==> src/rtl/xy_pkg.sv <==
// Shared types and helpers for the XY waypoint sequencer.
// The ERR state exists only when WP_TIMEOUT_EN is defined.
package xy_pkg;

  localparam int BCD_MAX = 9;

  typedef enum logic [2:0] {
    ST_IDLE  = 3'd0,
    ST_LOAD  = 3'd1,
    ST_PULSE = 3'd2,
    ST_MOVE  = 3'd3,
    ST_DONE  = 3'd4
`ifdef WP_TIMEOUT_EN
    ,
    ST_ERR   = 3'd5
`endif
  } state_t;

  function automatic logic is_bcd(input logic [7:0] v);
    return (v[7:4] <= 4'(BCD_MAX)) && (v[3:0] <= 4'(BCD_MAX));
  endfunction

endpackage

==> src/rtl/wp_fifo.sv <==
// Waypoint FIFO: power-of-two depth, wrapping pointers, single-cycle flush.
// Flush wins over a coincident push or pop.
module wp_fifo #(
  parameter int DEPTH = 8,
  parameter int W     = 8
) (
  input  logic                     clk,
  input  logic                     rst_n,
  input  logic                     push,
  input  logic [W-1:0]             push_data,
  input  logic                     pop,
  output logic [W-1:0]             pop_data,
  input  logic                     flush,
  output logic                     full,
  output logic                     empty,
  output logic [$clog2(DEPTH):0]   count
);

  localparam int AW = $clog2(DEPTH);
  localparam int CW = AW + 1;

  logic [W-1:0]  mem [DEPTH];
  logic [AW-1:0] wr_ptr;
  logic [AW-1:0] rd_ptr;
  logic          do_push;
  logic          do_pop;

  assign full     = (count == CW'(DEPTH));
  assign empty    = (count == '0);
  assign do_push  = push & ~full & ~flush;
  assign do_pop   = pop & ~empty & ~flush;
  assign pop_data = mem[rd_ptr];

  always_ff @(posedge clk or negedge rst_n) begin
    if (!rst_n) begin
      wr_ptr <= '0;
      rd_ptr <= '0;
      count  <= '0;
    end else if (flush) begin
      wr_ptr <= '0;
      rd_ptr <= '0;
      count  <= '0;
    end else begin
      if (do_push) wr_ptr <= wr_ptr + 1'b1;
      if (do_pop)  rd_ptr <= rd_ptr + 1'b1;
      case ({do_push, do_pop})
        2'b10:   count <= count + 1'b1;
        2'b01:   count <= count - 1'b1;
        default: count <= count;
      endcase
    end
  end

  // Storage carries data only; occupancy is tracked by the pointers and count.
  always_ff @(posedge clk) begin
    if (do_push) mem[wr_ptr] <= push_data;
  end

endmodule

==> src/rtl/xy_waypoint_seq.sv <==
// XY waypoint sequencer: queues BCD waypoints and steps a positioner through them.
// Optional arrival watchdog and ERR state enabled by defining WP_TIMEOUT_EN.
module xy_waypoint_seq
  import xy_pkg::*;
#(
  parameter int DEPTH          = 8,
  parameter int MOTION_CYCLES  = 4,
  parameter int TIMEOUT_CYCLES = 1023
) (
  input  logic                   clk,
  input  logic                   rst_n,
  input  logic                   wp_valid,
  input  logic [7:0]             wp_data,
  output logic                   wp_ready,
  input  logic                   run,
  input  logic                   flush,
  input  logic [7:0]             pos_in,
  output logic [7:0]             target_out,
  output logic                   motion_out,
  output logic                   busy,
  output logic                   arrived,
  output logic                   wp_err,
  output logic [$clog2(DEPTH):0] count
);

  localparam int MW = (MOTION_CYCLES > 1) ? $clog2(MOTION_CYCLES) : 1;
`ifdef WP_TIMEOUT_EN
  localparam int TW = (TIMEOUT_CYCLES > 1) ? $clog2(TIMEOUT_CYCLES) : 1;
  logic [TW-1:0] tcnt;
`endif

  state_t        state;
  logic [MW-1:0] mcnt;
  logic          match_q;
  logic          init_done;
  logic          fifo_full;
  logic          fifo_empty;
  logic          fifo_flush;
  logic [7:0]    head_data;
  logic          wr_fire;
  logic          wr_ok;
  logic          push;
  logic          pop;

  assign wp_ready = init_done & ~fifo_full;
  assign wr_fire  = wp_valid & wp_ready;
  assign wr_ok    = is_bcd(wp_data);
  assign push     = wr_fire & wr_ok;
  assign pop      = (state == ST_IDLE) & run & ~fifo_empty;

`ifdef WP_TIMEOUT_EN
  assign fifo_flush = flush | (state == ST_ERR);
`else
  assign fifo_flush = flush;
`endif

  wp_fifo #(
    .DEPTH (DEPTH),
    .W     (8)
  ) u_fifo (
    .clk       (clk),
    .rst_n     (rst_n),
    .push      (push),
    .push_data (wp_data),
    .pop       (pop),
    .pop_data  (head_data),
    .flush     (fifo_flush),
    .full      (fifo_full),
    .empty     (fifo_empty),
    .count     (count)
  );

  // wp_ready stays low until the first edge after reset release.
  always_ff @(posedge clk or negedge rst_n) begin
    if (!rst_n) begin
      init_done <= 1'b0;
      wp_err    <= 1'b0;
    end else begin
      init_done <= 1'b1;
      wp_err    <= wr_fire & ~wr_ok;
    end
  end

  always_ff @(posedge clk or negedge rst_n) begin
    if (!rst_n) begin
      state      <= ST_IDLE;
      target_out <= 8'h00;
      motion_out <= 1'b0;
      busy       <= 1'b0;
      arrived    <= 1'b0;
      mcnt       <= '0;
      match_q    <= 1'b0;
`ifdef WP_TIMEOUT_EN
      tcnt       <= '0;
`endif
    end else begin
      arrived <= 1'b0;
      case (state)
        ST_IDLE: begin
          if (pop) begin
            target_out <= head_data;
            busy       <= 1'b1;
            state      <= ST_LOAD;
          end
        end
        ST_LOAD: begin
          motion_out <= 1'b1;
          mcnt       <= '0;
          state      <= ST_PULSE;
        end
        ST_PULSE: begin
          if (mcnt == MW'(MOTION_CYCLES - 1)) begin
            motion_out <= 1'b0;
            match_q    <= 1'b0;
`ifdef WP_TIMEOUT_EN
            tcnt       <= '0;
`endif
            state      <= ST_MOVE;
          end else begin
            mcnt <= mcnt + 1'b1;
          end
        end
        ST_MOVE: begin
          // Arrival needs two consecutive matching samples; it wins over a coincident timeout.
          if ((pos_in == target_out) && match_q) begin
            match_q <= 1'b0;
            arrived <= 1'b1;
            state   <= ST_DONE;
          end else begin
            match_q <= (pos_in == target_out);
`ifdef WP_TIMEOUT_EN
            if (tcnt == TW'(TIMEOUT_CYCLES - 1)) begin
              state <= ST_ERR;
            end else begin
              tcnt <= tcnt + 1'b1;
            end
`endif
          end
        end
        ST_DONE: begin
          busy  <= 1'b0;
          state <= ST_IDLE;
        end
`ifdef WP_TIMEOUT_EN
        ST_ERR: begin
          if (flush) begin
            busy  <= 1'b0;
            state <= ST_IDLE;
          end
        end
`endif
        default: begin
          motion_out <= 1'b0;
          busy       <= 1'b0;
          state      <= ST_IDLE;
        end
      endcase
    end
  end

endmodule
==> config.mk <==
export PLATFORM = sky130hd
export DESIGN_NAME = xy_waypoint_seq
export DESIGN_NICKNAME = d
export VERILOG_FILES = /design/src/rtl/xy_pkg.sv /design/src/rtl/wp_fifo.sv /design/src/rtl/xy_waypoint_seq.sv
export SDC_FILE = /design/constraint.sdc
export NUM_CORES = 1
export LEC_CHECK = 0
export ABC_AREA = 1
export CAP_MARGIN = 20
export CORE_UTILIZATION = 57
export DETAILED_ROUTE_END_ITERATION = 12
export PLACE_DENSITY = 0.79
export REMOVE_ABC_BUFFERS = 1
export SETUP_SLACK_MARGIN = 0.4
export SLEW_MARGIN = 0
export SYNTH_ARGS = -nofsm -noshare
export SYNTH_HDL_FRONTEND = slang
export SYNTH_SLANG_ARGS = --single-unit
==> constraint.sdc <==
create_clock -name clk -period 2.7 [get_ports clk]
set_input_delay 0.405 -clock clk [delete_from_list [all_inputs] [get_ports clk]]
set_output_delay 0.405 -clock clk [all_outputs]
set_load 0.05 [all_outputs]
== Word-level counts from Yosys, hierarchy flattened ==
Memory sizes are Yosys's and may differ from the RTL's. A register that Yosys moved wholly into a read port is not among the register bits.
Cells that the tools add are included.
Cells by class
  $add $sub $neg: 5
  magnitude comparators: 2
  eq/ne operators: 13
  mux-type cells: 22
  bitwise gates (word level): 16
  reductions and logical operators: 18
Operators with widths (count)
  3-bit 2-to-1 mux: 7
  3-bit one-hot mux with 4 select lines: 1
  1-bit bitwise AND: 10
  2-bit AND reduction: 5
  8-bit equality test: 1
  4-bit less-or-equal comparator, second input constant: 2
  4-bit one-hot mux with 2 select lines: 1
  2-bit nonzero test: 4
  1-bit 2-to-1 mux: 7
  3-bit by 1-bit adder with 3-bit output, second input constant: 2
  3-bit by 2-bit equality test with 1-bit output, second input constant: 2
  2-bit != test, second input constant: 3
  1-bit NOT: 6
  3-bit OR reduction: 2
  4-bit by 1-bit adder with 4-bit output, second input constant: 1
  2-bit equality test, second input constant: 2
  4-bit equality test, second input constant: 1
  4-bit logical NOT: 1
  4-bit 2-to-1 mux: 1
  1-bit one-hot mux with 2 select lines: 2
  2-bit one-hot mux with 2 select lines: 1
  4-bit by 1-bit subtractor with 4-bit output, second input constant: 1
  3-bit by 1-bit equality test with 1-bit output, second input constant: 1
  3-bit equality test, second input constant: 1
  other kinds (10): 11
Storage, ports and cells
  register bits: 21
  RAM bits: 64
  bits of input ports: 21
  logic and storage cells: 88
  memories kept: 1
Memories
  u_fifo.mem: depth 8, width 8, rd ports 1, clocked after Yosys merged registers in 1, wr ports 1, line wp_fifo.sv:22  | logic [W-1:0] mem [DEPTH];

== Logic depth before layout (Yosys ltp) ==
  word-level depth: 10
  gate-level depth with buffers: 17
  depth with buffers taken out: 17

== Modules after synthesis ==
From an unflattened synthesis, not the netlist that was laid out.
Second synthesis, totals
  cells, all modules: 401
  area total of the unflattened synthesis: 4176.5 sq um
By module, submodules not included
  wp_fifo: instances 1, cells each 279, area an instance 3208.1 sq um, seq. area each 2172.1 sq um
  xy_waypoint_seq: instances 1, cells each 122, area an instance 968.4 sq um, seq. area each 475.5 sq um

== Worst setup path after synthesis ==
Ideal clock, no wire load.
  path kind: reg-to-reg
  from: register u_fifo.count[0]
  to: register u_fifo.count[3]
  data arrival time: 2484 ps
  data required time: 2582 ps
  setup slack: 98 ps
  stages on the path, launching flop included: 15
  path buffers: 0
  cell sequence: dfrtp_1 -> nor2_4 -> a21boi_4 -> nand3_4 -> nand2_1 -> inv_1 -> ha_1 -> a21oi_1 -> nand3_1 -> nand2_1 -> inv_1 -> nand3_1 -> nand2_1 -> nand2_1 -> nand2_1
On the way
  cells in the longest elaborated chain, start to end: 10
  elaborated cells on any way between the ends: 19
Ends and longest elaborated chain
  from (decl): line wp_fifo.sv:16  | output logic [$clog2(DEPTH):0] count
  from (signal assigned): line wp_fifo.sv:47  | 2'b10: count <= count + 1'b1;
  from (signal assigned): line wp_fifo.sv:48  | 2'b01: count <= count - 1'b1;
  from (signal assigned): line wp_fifo.sv:49  | default: count <= count;
  4-bit equality test *: line wp_fifo.sv:28  | assign full = (count == CW'(DEPTH));
  1-bit NOT *: line xy_waypoint_seq.sv:45  | assign wp_ready = init_done & ~fifo_full;
  1-bit bitwise AND *: line xy_waypoint_seq.sv:45
  via wp_ready: line xy_waypoint_seq.sv:14  | output logic wp_ready,
  1-bit bitwise AND *: line xy_waypoint_seq.sv:46  | assign wr_fire = wp_valid & wp_ready;
  1-bit bitwise AND *: line xy_waypoint_seq.sv:48  | assign push = wr_fire & wr_ok;
  1-bit bitwise AND * (2 in series): line wp_fifo.sv:30  | assign do_push = push & ~full & ~flush;
  2-bit by 1-bit equality test with 1-bit output or 2-bit equality test (tied branches): line wp_fifo.sv:46  | case ({do_push, do_pop})
  4-bit one-hot mux with 2 select lines: line wp_fifo.sv:46
  4-bit 2-to-1 mux: line wp_fifo.sv:39  | end else if (flush) begin
The timed path passes the listed nets; every way through them passes the cells marked *.
A chain may end at the register's enable or synchronous reset.

== Worst setup path in the final report ==
  from: input port wp_data[1]
  to: register u_fifo.count[3]
On the way
  cells in the longest elaborated chain, start to end: 8
  elaborated cells on any way between the ends: 10
Ends and longest elaborated chain
  from (decl): line xy_waypoint_seq.sv:13  | input logic [7:0] wp_data,
  4-bit less-or-equal comparator *: line xy_pkg.sv:20  | return (v[7:4] <= 4'(BCD_MAX)) && (v[3:0] <= 4'(BCD_MAX));
  1-bit logical AND *: line xy_pkg.sv:20
  1-bit bitwise AND *: line xy_waypoint_seq.sv:48
  1-bit bitwise AND * (2 in series): line wp_fifo.sv:30
  2-bit by 1-bit equality test with 1-bit output or 2-bit equality test (tied branches): line wp_fifo.sv:46
  4-bit one-hot mux with 2 select lines: line wp_fifo.sv:46
  4-bit 2-to-1 mux: line wp_fifo.sv:39
Every way passes the cells marked *; elsewhere a longest branch is shown, timed or not.

==> impl_metrics.env <==
export IMPL_status="complete, no violations"
export IMPL_dieArea_sq_mm=0.00757
export IMPL_fp_dieH_um=87.0
export IMPL_grt_ovfl_total=0
export IMPL_synthToLayoutAreaGrowth_pct=20.7
export IMPL_synthSimpleGateAreaFrac=0.180
export IMPL_via_per_inst=5.56
export IMPL_synth_edf_count=64
export IMPL_start_kind="input pin"
export IMPL_drive_gt1_frac=0.166
export IMPL_reg2reg_from="state[2]"
export IMPL_dp_hpwl_um=5690
export IMPL_min_period_ns=2.18
export IMPL_final_nets=457
export IMPL_final_seq_area_sq_mm=0.00265
export IMPL_final_cells=531
export IMPL_hold_viol=0
export IMPL_cts_tree="done"
export IMPL_synthTopCellsByCount="edfxtp_1 (64), nand2_1 (62), nor2_1 (54)"
export IMPL_timing_rr_end="u_fifo.count[3]"
export IMPL_clock_skew_ns=0.00867
export IMPL_grt_setup_unrepaired="no"
export IMPL_slowest_delay_ns=0.49
export IMPL_synth_mux_area_frac=0
export IMPL_synth_fa_ha_area_frac=0.0201
export IMPL_multi_input_area_sq_mm=0.00133
export IMPL_yosysTopAreaCell="edfxtp_1"
export IMPL_synth_seq_cells=93
export IMPL_power_density_mw_per_mm2=844
export IMPL_worstPathMaxFanout=3
export IMPL_synth_most_common_cell="edfxtp_1"
export IMPL_clock_path_buffers=2
export IMPL_drv_slew=0
export IMPL_grt_total_usage=0.254
export IMPL_cts_num_sinks=93
export IMPL_yosys_warnings=0
export IMPL_io_pins=38
export IMPL_worst_pin_slew_ns=1.03
export IMPL_antenna_cells=0
export IMPL_fin_tns_setup_ns=0
export IMPL_timing_hold_ws_ns=0.437
export IMPL_grt_pass1_wl_um=13900
export IMPL_wl_um=8710
export IMPL_end_kind="flop"
export IMPL_cts_hold_buffers=0
export IMPL_grt_max_degree=35
export IMPL_critical_path_most_common_cell="nand2_1"
export IMPL_cp_data_arrival_time_ns=2.43
export IMPL_reg2reg_depth=16
export IMPL_ant_nets=0
export IMPL_critical_path_class="in -> reg"
export IMPL_fillCellCount=481
export IMPL_wl_per_cell_um=16.4
export IMPL_synth_top_cell_area_share=0.467
export IMPL_synth_avg_cell_area_sq_um=11.1
export IMPL_clkTransAtPathRegs_ns=0.09
export IMPL_synth_xor_area_share=0.0149
export IMPL_p_leak_nw=1.96
export IMPL_h_tree_depth=3
export IMPL_gp_congestion=0.854
export IMPL_max_freq_mhz=459
export IMPL_yosys_most_used_dff="edfxtp_1"
export IMPL_core_sq_mm=0.00687
export IMPL_vias=2951
export IMPL_grt_pass1_vias=2907
export IMPL_maxCapViolCount=0
export IMPL_relSlewSlack=0.310
export IMPL_drt_pass1_iter_count=5
export IMPL_dp_cells=512
export IMPL_initial_core_util=0.599
export IMPL_synth_compound_area_frac=0.101
export IMPL_antenna_found_initial=0
export IMPL_ys_types=33
export IMPL_clkLatencyLatePin_ns=0.35
export IMPL_async_flop_share=0.312
export IMPL_min_path_type="in -> async"
export IMPL_worstPathRequired_ns=2.95
export IMPL_syn_instance_count=371
export IMPL_fp_dieW_um=87.0
export IMPL_min_period_over_period=0.807
export IMPL_critical_path_cell_chain="clkdlybuf4s50_1 > nor2_1 > nor2_1 > nor2_2 > nand3_4 > nand2_2 > inv_2 > ha_1 > nand3_1 > nand2_1 > nand2_1 > nand2_1 > inv_1 > nand3_1 > nand2_1 > nand2_1 > nand2_1"
export IMPL_setup_viol=0
export IMPL_synth_area_sq_mm=0.00412
export IMPL_ys_seq_area_frac=0.643
export IMPL_yosys_top_cells_area="edfxtp_1 (47%), dfrtp_1 (18%), nand2_1 (5.7%)"
export IMPL_r2r_slack_ns=0.60
export IMPL_cts_made_buffers=9
export IMPL_ctsRootBufferMaster="clkbuf_8"
export IMPL_cp_slowest_cell="clkdlybuf4s50_1"
export IMPL_io_buffers=37
export IMPL_first_iter_violations=202
export IMPL_vdd_ir_drop_max_mv=0.459
export IMPL_synth_top_family_by_area="simple AND/OR/NAND/NOR gates"
export IMPL_row_count=30
export IMPL_drc=0
how the worst max path moves through the flow:
stage / startpoint / to / cells past startpoint
after detailed placement: wp_data[1] / u_fifo.count[3] / 16
final: wp_data[1] / u_fifo.count[3] / 17
after floorplan: u_fifo.count[0] / u_fifo.count[3] / 14
after global placement: wp_data[5] / u_fifo.count[3] / 16
after global routing: wp_data[6] / u_fifo.count[3] / 17
after CTS: u_fifo.count[0] / u_fifo.count[3] / 15
registers in the layout, summed over array words and instances (netlist names), 2 cells and up:
register	cells
u_fifo.rd_ptr	3
u_fifo.wr_ptr	3
u_fifo.mem	64
target_out	8
mcnt	2
u_fifo.count	4
state	3
metrics by stage:
stage / utilization / worst slack, ns / power [mW] / cell area [sq um]
floorplan: - / 0.0984 / 2.74 / 4060
global placement: 0.684 / 0.143 / 3.14 / 4700
detailed placement: 0.684 / 0.0202 / 3.18 / 4700
CTS: 0.717 / 0.434 / 4.18 / 4920
global route: 0.723 / 0.379 / 4.41 / 4970
finish: 0.723 / 0.522 / 4.20 / 4970
power breakdown:
part           leakage [nW]  internal [mW]  switching (mW)  total (mW)
clock network         0.110          0.525           0.478        1.00
registers             0.950           1.67           0.147        1.81
logic                 0.896          0.479           0.900        1.38
cell usage in the layout (no fill, tap or decap), types with 2 or more instances in the layout:
cell / synthesis / routed
o21ai_1: 6 / 6
inv_2: 3 / 4
o221ai_1: 14 / 14
dfrtp_2: 0 / 2
buf_4: 0 / 23
a21oi_1: 3 / 2
nand2_2: 5 / 6
bufinv_16: 0 / 2
nand2_4: 2 / 2
o21ai_0: 37 / 37
clkdlybuf4s50_1: 0 / 36
nor2_4: 5 / 5
inv_1: 25 / 24
nor2_1: 54 / 52
inv_6: 0 / 2
nor2_2: 3 / 5
clkbuf_8: 0 / 9
nand2_1: 62 / 61
dfrtp_1: 29 / 27
xnor2_1: 6 / 6
edfxtp_1: 64 / 64
nor3_2: 4 / 4
o211ai_1: 3 / 3
nand3_4: 2 / 2
ha_1: 5 / 4
nand3_1: 16 / 16
critical path, delay by kind of cell:
family,cells,cell delay [ns]
adders and majority gates,1,0.29
and+or+nand+nor,13,1.13
buffers and inverters,3,0.62
what timing repair did:
item | in CTS | in global routing
gates cloned | 0 | 0
gates resized for setup | 2 | 7
setup buffers | 0 | 3
setup endpoints to repair | 2 | 1
pin swaps | 0 | 7
cell families (layout without fill, tap and decap cells):
kind of cell,after synthesis,in the layout
xor gates and xnor gates,7,7
buffers and inverters,41,105
other,1,1
AOI/OAI and AO/OA,67,67
and+or+nand+nor,156,156
adders and majority gates,6,6
DFF,93,93
layout make-up:
class                   instances  area share
flip-flops and latches         93       0.533
multi-input cells             237       0.267
repair buffers                 60       0.109
clock buffers                   9      0.0249
well taps                      96      0.0242
inverters                      29      0.0219
clock inverters                 7      0.0194
layer usage:
layer  vias up  routed length (um)  GRT usage  part of all wire
li1       1396                   -          -                 -
met1      1405                3790      0.344              0.44
met2       124                4110      0.384              0.47
met3        26                 558     0.0483             0.064
met4         0                 245      0.152             0.028
met5         -                   0          0                 0
Power figures use the tool's default switching activity.
